`src/rtl/muldiv_pkg.sv`:
```
// Shared opcodes, FSM states and constants for the multiply/divide sequencer.
package muldiv_pkg;

    typedef enum logic [2:0] {
        OP_MULT  = 3'd0,
        OP_MULTU = 3'd1,
        OP_DIV   = 3'd2,
        OP_DIVU  = 3'd3,
        OP_MADD  = 3'd4,
        OP_MSUB  = 3'd5,
        OP_MTHI  = 3'd6,
        OP_MTLO  = 3'd7
    } op_e;

    typedef enum logic [1:0] {
        S_IDLE = 2'd0,
        S_MUL  = 2'd1,
        S_DIV  = 2'd2,
        S_FIX  = 2'd3
    } state_e;

    localparam int DIV_ITERS = 32;
    localparam int CNT_W     = 8;

    function automatic logic opIsDiv(input logic [2:0] op);
        return (op == OP_DIV) || (op == OP_DIVU);
    endfunction

    function automatic logic opIsMove(input logic [2:0] op);
        return (op == OP_MTHI) || (op == OP_MTLO);
    endfunction

endpackage

```
`src/rtl/muldiv_divider.sv`:
```
// Iterative unsigned 32/32 restoring divider: one quotient bit per cycle, 32 cycles after load.
module muldiv_divider
    import muldiv_pkg::*;
(
    input  logic        clk,
    input  logic        rst,
    input  logic        i_load,
    input  logic [31:0] i_dividend,
    input  logic [31:0] i_divisor,
    output logic [31:0] o_quotient,
    output logic [31:0] o_remainder,
    output logic        o_valid
);

    logic [31:0] r_rem;
    logic [31:0] r_quo;
    logic [31:0] r_divisor;
    logic [5:0]  r_count;
    logic        r_valid;

    logic [32:0] w_shifted;
    logic [32:0] w_diff;

    // The partial remainder is always below the divisor, so one extra bit holds the shifted value.
    assign w_shifted = {r_rem, r_quo[31]};
    assign w_diff    = w_shifted - {1'b0, r_divisor};

    always_ff @(posedge clk) begin
        if (rst) begin
            r_rem     <= '0;
            r_quo     <= '0;
            r_divisor <= '0;
            r_count   <= '0;
            r_valid   <= 1'b0;
        end else if (i_load) begin
            r_rem     <= '0;
            r_quo     <= i_dividend;
            r_divisor <= i_divisor;
            r_count   <= 6'(DIV_ITERS);
            r_valid   <= 1'b0;
        end else if (r_count != 6'd0) begin
            if (w_diff[32]) begin
                r_rem <= w_shifted[31:0];
                r_quo <= {r_quo[30:0], 1'b0};
            end else begin
                r_rem <= w_diff[31:0];
                r_quo <= {r_quo[30:0], 1'b1};
            end
            r_count <= r_count - 6'd1;
            r_valid <= (r_count == 6'd1);
        end
    end

    assign o_quotient  = r_quo;
    assign o_remainder = r_rem;
    assign o_valid     = r_valid;

endmodule

```
`src/rtl/muldiv_ctrl.sv`:
```
// EX-stage multiply/divide sequencer; sole owner of the architectural HI/LO pair.
module muldiv_ctrl
    import muldiv_pkg::*;
#(
    parameter int MUL_LAT = 3
) (
    input  logic        clk,
    input  logic        rst,
    input  logic        start,
    input  logic [2:0]  op,
    input  logic [31:0] a,
    input  logic [31:0] b,
    input  logic        cancel,
    output logic [31:0] hi,
    output logic [31:0] lo,
    output logic        busy,
    output logic        done
);

    state_e             r_state;
    logic [CNT_W-1:0]   r_cnt;
    logic [2:0]         r_op;
    logic [63:0]        r_mulA;
    logic [63:0]        r_mulB;
    logic               r_quoNeg;
    logic               r_remNeg;
    logic [31:0]        r_hi;
    logic [31:0]        r_lo;
    logic               r_busy;
    logic               r_done;

    logic               w_issue;
    logic               w_divSigned;
    logic [31:0]        w_divA;
    logic [31:0]        w_divB;
    logic [31:0]        w_quotient;
    logic [31:0]        w_remainder;
    logic               w_divValid;
    logic [63:0]        w_prod;
    logic [63:0]        w_mulResult;
    logic [31:0]        w_quoFix;
    logic [31:0]        w_remFix;

    assign w_issue     = (r_state == S_IDLE) && start && !cancel;
    assign w_divSigned = (op == OP_DIV);
    assign w_divA      = (w_divSigned && a[31]) ? (32'd0 - a) : a;
    assign w_divB      = (w_divSigned && b[31]) ? (32'd0 - b) : b;

    muldiv_divider u_divider (
        .clk         (clk),
        .rst         (rst),
        .i_load      (w_issue && opIsDiv(op)),
        .i_dividend  (w_divA),
        .i_divisor   (w_divB),
        .o_quotient  (w_quotient),
        .o_remainder (w_remainder),
        .o_valid     (w_divValid)
    );

    // Operands are pre-extended to 64 bits, so a plain low-64 product serves both signed and unsigned ops.
    assign w_prod = r_mulA * r_mulB;

    always_comb begin
        w_mulResult = w_prod;
        case (r_op)
            OP_MADD: w_mulResult = {r_hi, r_lo} + w_prod;
            OP_MSUB: w_mulResult = {r_hi, r_lo} - w_prod;
            default: w_mulResult = w_prod;
        endcase
    end

    assign w_quoFix = r_quoNeg ? (32'd0 - w_quotient)  : w_quotient;
    assign w_remFix = r_remNeg ? (32'd0 - w_remainder) : w_remainder;

    always_ff @(posedge clk) begin
        if (rst) begin
            r_state  <= S_IDLE;
            r_cnt    <= '0;
            r_op     <= '0;
            r_mulA   <= '0;
            r_mulB   <= '0;
            r_quoNeg <= 1'b0;
            r_remNeg <= 1'b0;
            r_hi     <= '0;
            r_lo     <= '0;
            r_busy   <= 1'b0;
            r_done   <= 1'b0;
        end else begin
            r_done <= 1'b0;
            case (r_state)
                S_IDLE: begin
                    if (w_issue) begin
                        r_op <= op;
                        if (op == OP_MTHI) begin
                            r_hi <= a;
                        end else if (op == OP_MTLO) begin
                            r_lo <= a;
                        end else if (opIsDiv(op)) begin
                            r_state  <= S_DIV;
                            r_busy   <= 1'b1;
                            r_cnt    <= CNT_W'(DIV_ITERS - 1);
                            r_quoNeg <= w_divSigned && (a[31] ^ b[31]);
                            r_remNeg <= w_divSigned && a[31];
                        end else begin
                            r_state <= S_MUL;
                            r_busy  <= 1'b1;
                            r_cnt   <= CNT_W'(MUL_LAT - 1);
                            r_mulA  <= (op == OP_MULTU) ? {32'd0, a} : {{32{a[31]}}, a};
                            r_mulB  <= (op == OP_MULTU) ? {32'd0, b} : {{32{b[31]}}, b};
                        end
                    end
                end
                S_MUL: begin
                    if (cancel) begin
                        r_state <= S_IDLE;
                        r_busy  <= 1'b0;
                    end else if (r_cnt == '0) begin
                        {r_hi, r_lo} <= w_mulResult;
                        r_state      <= S_IDLE;
                        r_busy       <= 1'b0;
                        r_done       <= 1'b1;
                    end else begin
                        r_cnt <= r_cnt - 1'b1;
                    end
                end
                S_DIV: begin
                    if (cancel) begin
                        r_state <= S_IDLE;
                        r_busy  <= 1'b0;
                    end else if (r_cnt == '0) begin
                        r_state <= S_FIX;
                    end else begin
                        r_cnt <= r_cnt - 1'b1;
                    end
                end
                S_FIX: begin
                    // The divider finishes on the same edge the FSM enters FIX, so valid is already set here.
                    if (cancel) begin
                        r_state <= S_IDLE;
                        r_busy  <= 1'b0;
                    end else if (w_divValid) begin
                        r_hi    <= w_remFix;
                        r_lo    <= w_quoFix;
                        r_state <= S_IDLE;
                        r_busy  <= 1'b0;
                        r_done  <= 1'b1;
                    end
                end
                default: begin
                    r_state <= S_IDLE;
                    r_busy  <= 1'b0;
                end
            endcase
        end
    end

    assign hi   = r_hi;
    assign lo   = r_lo;
    assign busy = r_busy;
    assign done = r_done;

endmodule

```
`config.mk`:
```
export PLATFORM = sky130hd
export DESIGN_NAME = muldiv_ctrl
export DESIGN_NICKNAME = d
export VERILOG_FILES = /design/src/rtl/muldiv_pkg.sv /design/src/rtl/muldiv_divider.sv /design/src/rtl/muldiv_ctrl.sv
export SDC_FILE = /design/constraint.sdc
export NUM_CORES = 2
export LEC_CHECK = 0
export ABC_AREA = 1
export CORE_ASPECT_RATIO = 1.25
export CORE_MARGIN = 2
export CORE_UTILIZATION = 60
export DETAILED_ROUTE_END_ITERATION = 8
export GPL_TIMING_DRIVEN = 0
export PLACE_DENSITY = 0.83
export SKIP_LAST_GASP = 1
export SLEW_MARGIN = 20
export SYNTH_ARGS = -nofsm -noshare
export SYNTH_HDL_FRONTEND = slang
export SYNTH_SLANG_ARGS = --single-unit
export TNS_END_PERCENT = 50
```
`constraint.sdc`:
```
create_clock -name clk -period 21.3 [get_ports clk]
set_input_delay 2.13 -clock clk [delete_from_list [all_inputs] [get_ports clk]]
set_output_delay 2.13 -clock clk [all_outputs]
set_load 0.01 [all_outputs]
```
# Yosys cells after proc, flatten, opt, wreduce, memory -nomap -nowiden
# Index checks and enable logic that the tools add are counted.
dict set report op_classes {
  n_addsub 9
  n_mul 1
  n_div 0
  magnitude_cmp 0
  eq_ne 26
  n_shift 0
  n_mux 60
  bitwise 4
  n_reduce_logical 24
}
# operator n
set op_table {}
lappend op_table {{$mux W32} 20}
lappend op_table {{$pmux W32 S3} 2}
lappend op_table {{$mux W64} 2}
lappend op_table {{$pmux W64 S2} 1}
lappend op_table {{$sub A1 B32 Y32 const A} 4}
lappend op_table {{$add A64 B64 Y64} 1}
lappend op_table {{$mul A64 B64 Y64} 1}
lappend op_table {{$sub A64 B64 Y64} 1}
lappend op_table {{$mux W8} 5}
lappend op_table {{$sub A33 B32 Y33} 1}
lappend op_table {{$mux W2} 10}
lappend op_table {{$ne A2 B2 Y1 const B} 9}
lappend op_table {{$reduce_and A6 Y1} 3}
lappend op_table {{$pmux W8 S2} 1}
lappend op_table {{$mux W1} 13}
lappend op_table {{$eq A3 B3 Y1 const B} 4}
lappend op_table {{$mux W6} 2}
lappend op_table {{$reduce_and A5 Y1} 2}
lappend op_table {{$logic_not A8 Y1} 1}
lappend op_table {{$pmux W2 S4} 1}
lappend op_table {{$reduce_and A8 Y1} 1}
lappend op_table {{$sub A8 B1 Y8 const B} 1}
lappend op_table {{$reduce_and A7 Y1} 1}
lappend op_table {{$eq A3 B2 Y1 const B} 2}
lappend op_table {{22 further kinds} 35}
dict set report word_totals {
  ff_bits 312
  latchBits 0
  ram_bits 0
  rom_bits 0
  inputBits 71
  output_inout_bits 66
  memories 0
}

# Longest topological paths before layout
dict set report depth {
  word_depth 7
  mapped_depth 62
  ltp_nobuf 60
}

# Hierarchy
# A second synthesis with hierarchy kept.
dict set report hier_totals {
  hier_cells 10312
  hier_area_um2 73914.6
}
# mod n_inst cells_per_inst area_per_inst_um2 seq_area_each_um2
set modules_own_cells {}
lappend modules_own_cells {muldiv_ctrl 1 9156 66851.6 2942.8}
lappend modules_own_cells {muldiv_divider 1 1156 7063.0 2062.0}

# Worst setup path before layout
# Ideal clock, no wire load.
dict set report synth_path {
  path_type {reg2reg}
  startpoint {reg r_mulA[62]}
  endpoint {reg r_hi[31] (netlist: hi[31])}
  setup_time_ns 0.122
  arrival_time_ns 10.143
  slack_ns 11.035
  path_stages_with_launch 51
  path_buffers 2
  period_less_slack_ns 10.265
  cell_sequence {dfxtp_1 clkbuf_1 clkbuf_1 nand2_1 inv_1 fa_1 fa_1 fa_1 inv_1 fa_1 inv_1 fa_1 inv_1 fa_1 inv_1 fa_1 fa_1 inv_1 [15 not listed] inv_1 nor2_4 nand2_1 xor2_1 ha_1 inv_1 nor4_1 nand2_1 nor3_1 nand2_1 nand2_1 inv_1 nand3_1 nand2_1 nand3_1 nand3_1 nand2_1 a21oi_2}
}
dict set report synth_via {
  elab_chain_len 6
}
# element line
set synth_lines {}
lappend synth_lines {{start, declared} muldiv_ctrl.sv:23} ;# logic [63:0] r_mulA;
lappend synth_lines {{start signal, assigned} muldiv_ctrl.sv:108} ;# r_mulA <= (op == OP_MULTU) ? {32'd0, a} : {{32{a[31]}}, a};
lappend synth_lines {{$mul A64 B64 Y64 (*)} muldiv_ctrl.sv:61} ;# assign w_prod = r_mulA * r_mulB;
lappend synth_lines {{$sub A64 B64 Y64 / $add A64 B64 Y64 (equally long branches)} {muldiv_ctrl.sv:67, muldiv_ctrl.sv:66}}
lappend synth_lines {{$pmux W64 S2 (*)} muldiv_ctrl.sv:65} ;# case (r_op)
lappend synth_lines {{$mux W32 (*)} muldiv_ctrl.sv:117} ;# end else if (r_cnt == '0) begin
lappend synth_lines {{$mux W32 (*)} muldiv_ctrl.sv:114} ;# if (cancel) begin
lappend synth_lines {{$pmux W32 S3 (*)} muldiv_ctrl.sv:90} ;# case (r_state)
lappend synth_lines {{end signal, assigned} muldiv_ctrl.sv:118} ;# {r_hi, r_lo} <= w_mulResult;
lappend synth_lines {{end signal, assigned} muldiv_ctrl.sv:142} ;# r_hi <= w_remFix;
lappend synth_lines {{end, declared} muldiv_ctrl.sv:27} ;# logic [31:0] r_hi;
# Mark *: on every way between the ends. The rest lies on a longest branch, timed or not. The select of a mux whose other input is x is not followed.
# A chain may end at the register's enable or synchronous reset.

# Final worst setup path
dict set report layout_path {
  startpoint {reg r_mulA[11]}
  endpoint {reg r_hi[29] (netlist: hi[29])}
}
# Same word-level chain as after synthesis.

==> impl_metrics.tcl <==
set metrics [dict create \
    status "complete, no violations" \
    grt_pass1_vias 71280 \
    synthArstFlopShare 0 \
    timing.slew.headroom 0.101 \
    detail-route-antenna-nets 0 \
    yosys.area.top_type_share 0.403 \
    postSynthRegisterBits 250 \
    maxClockFrequency_mhz 70.1 \
    floorplan.initialDensity 0.605 \
    crit_type "reg2reg" \
    number_of_inserted_filler_cells_in_the_final_layout 10432 \
    timing.critical_path.arrival_ns 14.76 \
    timing.critical_path.from_type "flop" \
    finalWorstPathRequiredPeriod_ns 14.27 \
    layout-drive-gt1-share 0.0200 \
    chipWidth_um 313 \
    route.detailed.drc 0 \
    clk_slew_on_worst_s_h_paths_ns 0.07 \
    firstDrtPassIters 9 \
    cts_sinks 250 \
    crit_path_end "hi[29]" \
    average_wire_per_standard_cell_um 27.5 \
    timing.max_cap.violations 0 \
    die_height_um 390 \
    prevailing_post_synth_register_cell "sky130_fd_sc_hd__dfxtp_1" \
    drt-initial-drc-count 8120 \
    worstReg2RegEnd "hi[29]" \
    ctsHoldBuffers 0 \
    core_region_um2 118000 \
    synth.avg_cell_area_um2 7.38 \
    post_synth_inst_count 9706 \
    worst_ir_drop_vdd_v 0.0000672 \
    drt-vias-per-instance 5.98 \
    grt_antenna_before_repair 18 \
    timing_hold_violations_final 0 \
    cts_made_buffers 26 \
    grt-ovfl-total 0 \
    finalSetupViolations 0 \
    pwr_density_cell_nw_per_um2 68.9 \
    clock_latency_ns 0.62 \
    setup_tns_ns 0 \
    clock-skew-final_ns 0.0452 \
    setup.worst_path.start "r_mulA[11]" \
    post_synth_instance_area_um2 71600 \
    number_of_flops_mapped_to_enable_cells_by_yosys 0 \
    num_rows 141 \
    htreeDepth 1 \
    dp_hpwl_um 268000 \
    tritoncts_clock_tree "built" \
    finalWirelength_um 316000 \
    place.gp.congestion 1.19 \
    clk_path_buf_depth 3 \
    end_kind "flop" \
    timing.final.crit_share 0.670 \
    track_usage 0.521 \
    r2r-start "r_mulA[11]" \
    synth.area.top_cells "sky130_fd_sc_hd__fa_1 40%, sky130_fd_sc_hd__inv_1 14%, sky130_fd_sc_hd__nand2_1 11%" \
    grt_start_max_net_pins 23 \
    die-area_um2 122000 \
    ys_warn_count 0 \
    critical_path.slowest_cell "sky130_fd_sc_hd__clkbuf_1" \
    cts-resized-gates 0 \
    cts_root_buffer "sky130_fd_sc_hd__clkbuf_16" \
    number_of_cells_on_the_worst_reg_to_reg_path 47 \
    min-delay-path-class "reg2reg" \
    cp_slowest_stage_delay_ns 0.95 \
    critical_path_fanouts_max 10 \
    synthDistinctLibCells 64 \
    vias 68676 \
    unrepaired_setup_endpoints_after_global_routing "false" \
    ios 137 \
    tightestPinTransition_ns 1.35 \
    portBuffers 136 \
    hold_ws_ns 0.449 \
    internal_reg_to_reg_setup_slack_ns 7.03 \
    area_delta_synth_final_pct 6.03 \
    synth_largest_area_cell "sky130_fd_sc_hd__fa_1" \
    grt_pass1_wl_um 456000 \
    nets 11789 \
    worst_endpoint_required_time_ns 21.80 \
    yosysSeqAreaShare 0.0699 \
    final-max-slew-violation-count 0 \
    hold_path_startpoint "u_divider.r_divisor[2]" \
    postCtsSetupBuffers 0 \
    synth_fp_nets 11621 \
    power.leakage_uw 0.0430 \
]
## cell usage in the layout, fill, tap and decap left out, types with 12 or more instances in the layout
cell,Yosys,routed
sky130_fd_sc_hd__nor2_1,561,560
sky130_fd_sc_hd__clkbuf_16,0,26
sky130_fd_sc_hd__o21a_1,15,15
sky130_fd_sc_hd__a21oi_1,395,395
sky130_fd_sc_hd__o21ai_0,412,406
sky130_fd_sc_hd__o211ai_1,31,31
sky130_fd_sc_hd__or2_2,13,13
sky130_fd_sc_hd__fa_1,1443,1442
sky130_fd_sc_hd__dfxtp_1,250,250
sky130_fd_sc_hd__o21bai_1,21,21
sky130_fd_sc_hd__xnor2_1,75,75
sky130_fd_sc_hd__a31oi_1,81,81
sky130_fd_sc_hd__inv_2,23,23
sky130_fd_sc_hd__nor3_1,77,76
sky130_fd_sc_hd__clkbuf_1,371,367
sky130_fd_sc_hd__nand4_1,57,57
sky130_fd_sc_hd__nor4_1,15,15
sky130_fd_sc_hd__ha_1,401,401
sky130_fd_sc_hd__nor2_2,11,12
sky130_fd_sc_hd__clkdlybuf4s50_1,0,136
sky130_fd_sc_hd__xor2_1,104,104
sky130_fd_sc_hd__inv_1,2747,2747
sky130_fd_sc_hd__nand2_1,2043,2042
sky130_fd_sc_hd__a21o_1,14,14
sky130_fd_sc_hd__nand3_1,278,278
sky130_fd_sc_hd__nand2_2,25,26
sky130_fd_sc_hd__o22ai_1,45,45
sky130_fd_sc_hd__o21ai_1,26,32
sky130_fd_sc_hd__nor3_2,16,17
## worst min path at each step
| stage | depth (start not counted) | slack [ns] | endpoint |
|---|---|---|---|
| floorplan | 2 | 0.42 | u_divider.r_divisor[2] |
| global placement | 2 | 0.43 | u_divider.r_divisor[2] |
| detailed placement | 2 | 0.44 | u_divider.r_divisor[2] |
| CTS | 2 | 0.45 | u_divider.r_divisor[2] |
| global route | 2 | 0.48 | u_divider.r_divisor[2] |
| finish | 2 | 0.45 | u_divider.r_divisor[2] |
## final cells by class
cell class	instances	area (um2)	share of cell area
Multi-Input combinational cell	6290	54700	0.721
Inverter	2777	10400	0.137
Sequential cell	250	5000	0.0659
Tap cell	1573	1970	0.0259
Buffer	389	1480	0.0195
Timing Repair Buffer	140	1410	0.0185
Clock buffer	33	707	0.00931
Clock inverter	14	170	0.00224
Antenna cell	11	27.5	0.000362
## critical path, delay by kind of cell, from the launching register on
kind | cells | cell delay (ns)
simple gates | 17 | 3.05
flops | 1 | 0.31
buf+inv | 10 | 2.48
fa+ha+maj | 12 | 6.00
xor+xnor | 1 | 0.21
compound gates | 7 | 2.08
## power by group
group          switching, uW  internal (uW)
Sequential               135            560
Clock                    230            263
Combinational           2880           1160
Total                   3250           1990
## logic make-up after synthesis
kind of cell / synth area share
DFF: 0.0699
AOI/OAI and AO/OA: 0.0882
adders and majority gates: 0.473
xor gates and xnor gates: 0.0231
and+or+nand+nor: 0.179
buffers and inverters: 0.166
## sequential cells by signal (all words and copies together) (netlist names)
signal / cells
u_divider.o_valid: 1
r_cnt: 8
u_divider.r_count: 6
r_remNeg: 1
r_mulA: 33
done: 1
r_quoNeg: 1
u_divider.o_remainder: 32
busy: 1
r_mulB: 33
r_state: 2
u_divider.o_quotient: 32
lo: 32
hi: 32
r_op: 3
u_divider.r_divisor: 32
## Yosys cell counts, types with 7 or more instances
| cell type | n |
|---|---|
| sky130_fd_sc_hd__inv_1 | 2747 |
| sky130_fd_sc_hd__nand2_1 | 2043 |
| sky130_fd_sc_hd__fa_1 | 1443 |
| sky130_fd_sc_hd__nor2_1 | 561 |
| sky130_fd_sc_hd__o21ai_0 | 412 |
| sky130_fd_sc_hd__ha_1 | 401 |
| sky130_fd_sc_hd__a21oi_1 | 395 |
| sky130_fd_sc_hd__clkbuf_1 | 371 |
| sky130_fd_sc_hd__nand3_1 | 278 |
| sky130_fd_sc_hd__dfxtp_1 | 250 |
| sky130_fd_sc_hd__xor2_1 | 104 |
| sky130_fd_sc_hd__a31oi_1 | 81 |
| sky130_fd_sc_hd__nor3_1 | 77 |
| sky130_fd_sc_hd__xnor2_1 | 75 |
| sky130_fd_sc_hd__nand4_1 | 57 |
| sky130_fd_sc_hd__o22ai_1 | 45 |
| sky130_fd_sc_hd__o211ai_1 | 31 |
| sky130_fd_sc_hd__o21ai_1 | 26 |
| sky130_fd_sc_hd__nand2_2 | 25 |
| sky130_fd_sc_hd__inv_2 | 23 |
| sky130_fd_sc_hd__o21bai_1 | 21 |
| sky130_fd_sc_hd__nor3_2 | 16 |
| sky130_fd_sc_hd__nor4_1 | 15 |
| sky130_fd_sc_hd__o21a_1 | 15 |
| sky130_fd_sc_hd__a21o_1 | 14 |
| sky130_fd_sc_hd__or2_2 | 13 |
| sky130_fd_sc_hd__a211oi_1 | 11 |
| sky130_fd_sc_hd__nor2_2 | 11 |
| sky130_fd_sc_hd__a41oi_1 | 10 |
| sky130_fd_sc_hd__buf_1 | 10 |
| sky130_fd_sc_hd__nand3b_1 | 10 |
| sky130_fd_sc_hd__nand3_2 | 9 |
| sky130_fd_sc_hd__a21oi_2 | 7 |
| sky130_fd_sc_hd__buf_2 | 7 |
| sky130_fd_sc_hd__clkinv_1 | 7 |
| sky130_fd_sc_hd__nor2_4 | 7 |
| sky130_fd_sc_hd__o32ai_1 | 7 |
## through the flow
| stage | power (uW) | cell area [um2] | std cells | setup WS, ns | utilization |
|---|---|---|---|---|---|
| 4_1_cts | 5020 | 75900 | 11465 | 7.65 | 0.641 |
| 3_3_place_gp | 4470 | 74900 | 11415 | 7.63 | 0.633 |
| 2_1_floorplan | 3060 | 71600 | 9706 | 11.03 | - |
| 6_report | 5230 | 75900 | 11477 | 7.03 | 0.641 |
| 5_1_grt | 5490 | 75900 | 11470 | 6.84 | 0.641 |
| 3_5_place_dp | 4520 | 75000 | 11418 | 7.75 | 0.634 |
## layer usage
metal  wire (um)  GRT usage  part of all wire
met5          90   0.000399           0.00029
met1       98600      0.554              0.31
met2      136000      0.805              0.43
met4       42800      0.545              0.14
met3       37600      0.150              0.12
Power figures use the tool's default switching activity.
